--- src/rtl/pkg_en.sv ---
// Token types shared by the electron_nest load/store memory ports.
package pkg_en;

  localparam int FTK_D_W = 32;
  localparam int FTK_I_W = 8;

  typedef struct packed {
    logic               v;
    logic               a;
    logic               r;
    logic               c;
    logic [FTK_I_W-1:0] i;
    logic [FTK_D_W-1:0] d;
  } FTk_t;

  typedef struct packed {
    logic n;
    logic t;
    logic v;
    logic c;
  } BTk_t;

endpackage

--- src/rtl/electron_nest.sv ---
// Compute tile: boots a config block over the load port, then stores
// St[k] = A[k] * B[k] * K (unsigned, truncated) for k = 0..N-1.
module electron_nest #(
  parameter int WIDTH_DATA   = pkg_en::FTK_D_W,
  parameter int WIDTH_EXADDR = 16,
  parameter int WIDTH_INDEX  = pkg_en::FTK_I_W,
  parameter int BOOT_HDR     = 3
) (
  input  logic                    clock,
  input  logic                    reset,
  input  logic                    I_Boot,
  output logic                    O_Ld_Req,
  output logic [WIDTH_EXADDR-1:0] O_Ld_Addr,
  input  pkg_en::FTk_t            I_Ld_FTk,
  output pkg_en::BTk_t            O_Ld_BTk,
  output logic                    O_St_Req,
  output logic [WIDTH_EXADDR-1:0] O_St_Addr,
  output pkg_en::FTk_t            O_St_FTk,
  input  pkg_en::BTk_t            I_St_BTk
);

  localparam int CNT_W = $clog2(BOOT_HDR + 6);

  typedef enum logic [3:0] {
    S_IDLE, S_BOOT, S_LD_A, S_WT_A, S_LD_B, S_WT_B, S_MUL, S_ST, S_DONE
  } state_t;

  state_t state, state_nxt;

  logic [CNT_W-1:0]        boot_cnt;
  logic [CNT_W-1:0]        cfg_sel;
  logic [WIDTH_EXADDR-1:0] abase, bbase, sbase;
  logic [WIDTH_DATA-1:0]   n_len, k_mul, k_idx, k_nxt;
  logic [WIDTH_DATA-1:0]   ra_p0, rb_p0, prod_p1;
  logic                    ld_vld, boot_last, st_done;

  function automatic logic [WIDTH_DATA-1:0] mul_trunc(
    input logic [WIDTH_DATA-1:0] x,
    input logic [WIDTH_DATA-1:0] y
  );
    return x * y;
  endfunction

  logic unused_inputs;
  assign unused_inputs = ^{I_Boot, I_Ld_FTk.r, I_Ld_FTk.c, I_Ld_FTk.i,
                           I_St_BTk.t, I_St_BTk.v, I_St_BTk.c};

  assign ld_vld    = I_Ld_FTk.v;
  assign cfg_sel   = boot_cnt - CNT_W'(BOOT_HDR);
  assign boot_last = (state == S_BOOT) && ld_vld && (boot_cnt == CNT_W'(BOOT_HDR + 4));
  assign st_done   = (state == S_ST) && !I_St_BTk.n;
  assign k_nxt     = k_idx + 1'b1;

  always_ff @(posedge clock or negedge reset) begin
    if (!reset) state <= S_IDLE;
    else        state <= state_nxt;
  end

  always_comb begin
    state_nxt = state;
    unique case (state)
      S_IDLE: if (ld_vld && I_Ld_FTk.a) state_nxt = S_BOOT;
      S_BOOT: if (boot_last) state_nxt = (n_len == '0) ? S_DONE : S_LD_A;
      S_LD_A: state_nxt = S_WT_A;
      S_WT_A: if (ld_vld) state_nxt = S_LD_B;
      S_LD_B: state_nxt = S_WT_B;
      S_WT_B: if (ld_vld) state_nxt = S_MUL;
      S_MUL:  state_nxt = S_ST;
      S_ST:   if (st_done) state_nxt = (k_nxt == n_len) ? S_DONE : S_LD_A;
      S_DONE: state_nxt = S_IDLE;
      default: state_nxt = S_IDLE;
    endcase
  end

  // Boot capture: header words are counted but dropped, then five config words.
  always_ff @(posedge clock or negedge reset) begin
    if (!reset) begin
      boot_cnt <= '0;
      abase    <= '0;
      bbase    <= '0;
      sbase    <= '0;
      n_len    <= '0;
      k_mul    <= '0;
      k_idx    <= '0;
    end else begin
      if (state == S_IDLE && ld_vld && I_Ld_FTk.a) begin
        boot_cnt <= CNT_W'(1);
      end else if (state == S_BOOT && ld_vld) begin
        boot_cnt <= boot_cnt + 1'b1;
        if (boot_cnt >= CNT_W'(BOOT_HDR)) begin
          if (cfg_sel == CNT_W'(0)) abase <= I_Ld_FTk.d[WIDTH_EXADDR-1:0];
          if (cfg_sel == CNT_W'(1)) bbase <= I_Ld_FTk.d[WIDTH_EXADDR-1:0];
          if (cfg_sel == CNT_W'(2)) sbase <= I_Ld_FTk.d[WIDTH_EXADDR-1:0];
          if (cfg_sel == CNT_W'(3)) n_len <= I_Ld_FTk.d;
          if (cfg_sel == CNT_W'(4)) k_mul <= I_Ld_FTk.d;
        end
      end
      if (boot_last)    k_idx <= '0;
      else if (st_done) k_idx <= k_nxt;
    end
  end

  // p0: operands captured from the load port; p1: product held for the store.
  always_ff @(posedge clock or negedge reset) begin
    if (!reset) begin
      ra_p0   <= '0;
      rb_p0   <= '0;
      prod_p1 <= '0;
    end else begin
      if (state == S_WT_A && ld_vld) ra_p0 <= I_Ld_FTk.d;
      if (state == S_WT_B && ld_vld) rb_p0 <= I_Ld_FTk.d;
      if (state == S_MUL)            prod_p1 <= mul_trunc(mul_trunc(ra_p0, rb_p0), k_mul);
    end
  end

  always_comb begin
    O_Ld_Req  = 1'b0;
    O_Ld_Addr = '0;
    O_Ld_BTk  = '0;
    O_St_Req  = 1'b0;
    O_St_Addr = '0;
    O_St_FTk  = '0;
    unique case (state)
      S_LD_A: begin
        O_Ld_Req  = 1'b1;
        O_Ld_Addr = abase + k_idx[WIDTH_EXADDR-1:0];
      end
      S_LD_B: begin
        O_Ld_Req  = 1'b1;
        O_Ld_Addr = bbase + k_idx[WIDTH_EXADDR-1:0];
      end
      S_ST: begin
        O_St_Req   = 1'b1;
        O_St_Addr  = sbase + k_idx[WIDTH_EXADDR-1:0];
        O_St_FTk.v = 1'b1;
        O_St_FTk.i = {WIDTH_INDEX{1'b0}};
        O_St_FTk.d = prod_p1;
      end
      S_DONE: O_Ld_BTk.t = 1'b1;
      default: ;
    endcase
  end

endmodule

--- config.mk ---
export PLATFORM = sky130hd
export DESIGN_NAME = electron_nest
export DESIGN_NICKNAME = d
export VERILOG_FILES = /design/src/rtl/pkg_en.sv /design/src/rtl/electron_nest.sv
export SDC_FILE = /design/constraint.sdc
export NUM_CORES = 2
export LEC_CHECK = 0
export BUFFER_PORTS_ARGS = -buffer_cell sky130_fd_sc_hd__buf_4
export CORE_MARGIN = 2
export CORE_UTILIZATION = 30
export CTS_CLUSTER_SIZE = 25
export DETAILED_ROUTE_END_ITERATION = 12
export HOLD_SLACK_MARGIN = 0.05
export PLACE_DENSITY = 0.49
export SLEW_MARGIN = 15
export SYNTH_ARGS = -nofsm -noshare
export SYNTH_HDL_FRONTEND = slang
export SYNTH_SLANG_ARGS = --single-unit
--- constraint.sdc ---
create_clock -name clock -period 20.2 [get_ports clock]
set_input_delay 4.04 -clock clock [delete_from_list [all_inputs] [get_ports clock]]
set_output_delay 4.04 -clock clock [all_outputs]
set_load 0.02 [all_outputs]
== Yosys cells after proc, flatten, opt, wreduce, memory -nomap -nowiden ==
Index checks and enable logic that the tools add are counted.

* Latch bits: 0
* Output and inout port bits: 82
* Bits of input ports: 51
* Memories: 0
* RAM bits: 0
* Word-level logic and storage cells: 79
* Register bits after elaboration: 248
* ROM bits: 0

* Eq/ne operators: 19
* Bitwise operators: 1
* Shifts and indexed selects: 0
* Muxes and demuxes: 18
* Add/sub/neg operators: 6
* Multiply operators: 2
* Reduce and logical (&&, ||, !) cells: 21
* Order comparisons: 1
* Div/mod/pow operators: 0

{| class="wikitable"
|+ Operators by type and width
! operator !! count
|-
| $mux W32 || 3
|-
| $mul A32 B32 Y32 || 2
|-
| $add A16 B16 Y16 || 3
|-
| $mux W4 || 9
|-
| $add A32 B1 Y32 const B || 1
|-
| $eq A32 B32 Y1 || 1
|-
| $logic_not A32 Y1 || 1
|-
| $pmux W16 S2 || 1
|-
| $pmux W4 S8 || 1
|-
| $eq A4 B3 Y1 const B || 6
|-
| $reduce_and A4 Y1 || 5
|-
| $eq A4 B2 Y1 const B || 4
|-
| $mux W16 || 1
|-
| $ne A2 B2 Y1 const B || 5
|-
| $eq A4 B1 Y1 const B || 2
|-
| $logic_and A1 B1 Y1 || 8
|-
| $logic_not A4 Y1 || 2
|-
| $reduce_and A5 Y1 || 1
|-
| $add A4 B1 Y4 const B || 1
|-
| $eq A4 B4 Y1 const B || 1
|-
| $ge A4 B2 Y1 const B || 1
|-
| $reduce_bool A2 Y1 || 2
|-
| $sub A4 B2 Y4 const B || 1
|-
| $mux W1 || 3
|-
| 3 further kinds || 3
|}

== Longest topological paths before layout ==
* Depth after elaboration: 5
* Mapped depth: 56
* Gate-level depth less buffers: 53

== Worst setup path after synthesis ==
Ideal clock, no wire load.

* Path type: register -> register
* Start: reg rb_p0[5]
* End: reg prod_p1[31]
* Arrival time: 12.696 ns
* Path slack: 7.373 ns
* Stages on the path, launching flop included: 51
* Buffers on the path: 2
* Setup time: 0.131 ns
* Required time: 20.069 ns
* Period minus slack after synthesis: 12.827 ns
* Cells stage by stage: dfrtp_1 clkbuf_1 clkbuf_1 nand2_1 fa_1 fa_1 fa_1 fa_1 fa_1 inv_1 fa_1 inv_1 fa_1 fa_1 inv_1 ha_1 a21oi_2 o21bai_1 (+15 left out) fa_1 fa_1 inv_1 fa_1 xnor2_1 xnor2_1 xnor2_1 xnor2_1 xnor2_1 xnor2_1 xnor2_1 xnor2_1 xnor2_1 xnor2_2 xnor3_1 xnor2_1 xnor2_1 o21ai_1

* Longest elaborated chain between the ends: 2

{| class="wikitable"
|+ Ends and longest elaborated chain
! what !! RTL line !! text
|-
| from (decl) || electron_nest.sv:34 || <nowiki>logic [WIDTH_DATA-1:0] ra_p0, rb_p0, prod_p1;</nowiki>
|-
| from (signal assigned) || electron_nest.sv:111 || <nowiki>if (state == S_WT_B && ld_vld) rb_p0 <= I_Ld_FTk.d;</nowiki>
|-
| $mul A32 B32 Y32 (2 in series) || electron_nest.sv:41 || <nowiki>return x * y;</nowiki>
|-
| to (signal assigned) || electron_nest.sv:112 || <nowiki>if (state == S_MUL) prod_p1 <= mul_trunc(mul_trunc(ra_p0, rb_p0), k_mul);</nowiki>
|-
| to (decl) || electron_nest.sv:34 ||
|}

Every way passes these cells.
A chain may end at the register's enable or synchronous reset.

== Final worst setup path ==
* Start: reg rb_p0[4]
* End: reg prod_p1[31]

Same word-level chain as after synthesis.

==> results summary <==
The run finished with clean final reports. The H-tree depth is 1. The clock transition at the registers of the reported paths came out at 60 ps. At the worst endpoint, the required time is 20680 ps. The headroom to the max-slew limit is 15.7%. The number of vias per cell after detailed routing is 4.68.

The nature of the critical path startpoint is a flop. The most frequent cell on the critical path is fa_1. The detail-routed net length per standard cell is 19.3 um. The cell row count came out at 140. The total wirelength of the detailed-routed design is 126000 um. Among all cell types in the netlist, the one instantiated most often is inv_1. During placement, the flow inserted port buffers numbering 104. The internal reg-to-reg setup slack is 5240 ps. The commonest cells after synthesis are 859 x inv_1, 818 x fa_1, 593 x nand2_1, 548 x and2_1, 282 x ha_1. In the synthesized netlist the dominant register cell turns out to be dfrtp_1. Of all cell types, the one taking the most synthesized area is fa_1.

The clock net in this run drives a total of 248 sinks. STA classifies the critical path endpoint as a flop. The synthesized instance count came out at 4597. The floorplan die width came out at 386 um. Detailed placement ended at an HPWL of 96300 um. The top-area cell type share of the netlist area is 37.5%.

The core area came out at 145000 sq um. Setup repair after global routing left no endpoint under its margin. The maximum root-to-sink buffer count is 3. TritonCTS built the clock tree. At the end of routability-driven placement, the weighted congestion stood at 0.838. In the finished design, the share of the clock period the worst path needs comes to 74.0%. In the synthesized netlist the async set-or-reset flop fraction comes to 100%. The number of placed I/O pins is 133. The post-route DRC violation count came out at 0. Once detail routing completed, the nets flagged for antenna violations numbered 0. The number of buffers added to fix hold violations after cts came out at 0. The count of final hold-check violations came out at 0. The post-synthesis cell type count is 71.

The critical path is of the reg2reg type. The number of CTS-inserted buffers came out at 30. The area growth from synthesis to final layout came out at 9.02%.

The netlist area before placement came out at 43700 sq um. Derived from the worst setup path, the maximum achievable clock frequency is 0.0669 GHz. The hold path startpoint is prod_p1[10]. For this run, the total global-route usage over all layers was measured as 17.6%. The pre-CTS setup slack came out at 5230 ps. The end of the worst hold path is prod_p1[10]. The slew at the pin with the worst max-slew slack came out at 1260 ps.

The die boundary height came out at 386 um. During synthesis, Yosys emitted a total of 0 warnings. Yosys attributes the largest share of cell area to fa_1 37%, dfrtp_1 14%, ha_1 8.1%.

The number of max-slew violations in the final report came out at 0. The global-route wire length before repair came out at 201000 um. The beginning of the critical path is rb_p0[4]. The number of enable-type register cells in the synthesized netlist is 0. Synthesis inferred 248 register bits. For the worst flop-to-flop path, the logic depth is 48. The final worst-path setup slack is 5240 ps. The initial standard-cell utilization of the core is 30.1%. At the later pin of the worst-skew pair, clock insertion delay measures 640 ps. STA puts the critical path data arrival time at 15440 ps. The largest stage delay on the critical path is 1080 ps. The proportion of layout cells with a drive suffix above 1 came out at 10.2%. The die covers 149000 sq um.

The end-of-flow core utilization is 32.8%. The standard cell with the maximum stage delay on the critical path is dfrtp_1. The clock arrives with 20.1 ps of skew. The length of the first detailed-routing pass in iterations is 5. The mean cell area of the mapped netlist is 9.51 sq um.

The number of global-route vias before repair is 33300. The setup TNS after final layout is 0 ps. The total via count after detailed routing is 30500. Once the clock tree was built, the setup fixing pass inserted 0 buffers. The minimum period implied by the final worst setup slack came out at 14960 ps. Entering global routing, the biggest net connects 72 pins. The min-delay analysis places its worst path in the category reg2reg. The startpoint identified for the worst register-to-register timing path is rb_p0[4]. The setup violation total in the final timing report came out at 0. Counting instances, the worst hold path has a depth of 2. The sequential-to-total area share from yosys stat is 14.2%. The peak fanout along the critical path is 29.

For this block, the initial DRC count from the detailed router was 1752. Max-cap violations in this run came to 0. The cell sitting at the root of the clock tree is a clkbuf_16. The initial antenna violation count came out at 9. The post-cts resize count came out at 0. The post-route worst hold slack is 467 ps.

The endpoint of the most critical register-to-register path is prod_p1[31]. The residual overflow from global routing is 0. The final net count came out at 5720.
==> logic make-up (layout without fill, tap and decap cells) <==
kind of cell,count (synthesis),count (layout),share of synthesized area [%]
AOI/OAI and AO/OA,296,296,4.16
adders and majority gates,1100,1100,45.5
DFF,248,248,14.2
buffers and inverters,1109,1092,9.67
muxes,199,199,5.12
xor gates and xnor gates,254,254,5.28
and+or+nand+nor,1390,1390,16.0
other,1,15,0.00858
==> critical path, delay by kind of cell, from the launching register on <==
kind | cells | cell delay [ps]
xor gates and xnor gates | 14 | 3630
buffers and inverters | 7 | 410
and+or+nand+nor | 6 | 1090
adders and majority gates | 17 | 8040
DFF | 1 | 1080
AOI/OAI and AO/OA | 4 | 530
==> routing by layer <==
| metal | global-route usage, % | share of wire, % | routed length (um) |
|---|---|---|---|
| met1 | 23.2 | 44 | 55100 |
| met2 | 30.5 | 49 | 61600 |
| met3 | 2.23 | 4.3 | 5370 |
| met4 | 4.70 | 2.9 | 3690 |
| met5 | 0 | 0 | 0 |
==> worst max path at each step <==
stage / to / cells after the start
finish: prod_p1[31] / 48
global placement: prod_p1[31] / 48
detailed placement: prod_p1[31] / 48
global route: prod_p1[31] / 48
CTS: prod_p1[31] / 48
floorplan: prod_p1[31] / 50
==> placed cells by master, fill, tap and decap left out, types with 80 or more instances in the layout <==
master,count
buf_4,176
mux2_2,196
dfrtp_1,241
a21oi_1,80
and2_1,548
ha_1,282
o21ai_0,93
nand2_1,592
xnor2_1,176
fa_1,818
inv_1,859
==> sequential cells by signal (all words and copies together) (netlist names) <==
name,cells
rb_p0,32
state,4
k_idx,32
sbase,16
n_len,32
k_mul,32
abase,16
bbase,16
ra_p0,32
prod_p1,32
boot_cnt,4
==> through the flow <==
stage,instance area [sq um],cells
after floorplan,43800,4610
after global placement,46600,6454
after detailed placement,46600,6454
after CTS,47700,6510
after global routing,47700,6511
final,47700,6511
==> area by class of cell <==
class	count	area, sq um
clock inverter	13	200
clock buffer	43	850
antenna	1	2.50
inverter	859	3220
timing repair buffer	177	1340
multi-input combinational	3253	33400
sequential	248	6210
tap	1917	2400
fill	15000	97600
Power is not shown: default switching activity piles up to over one toggle a cycle in this logic, so the estimate is an artifact.
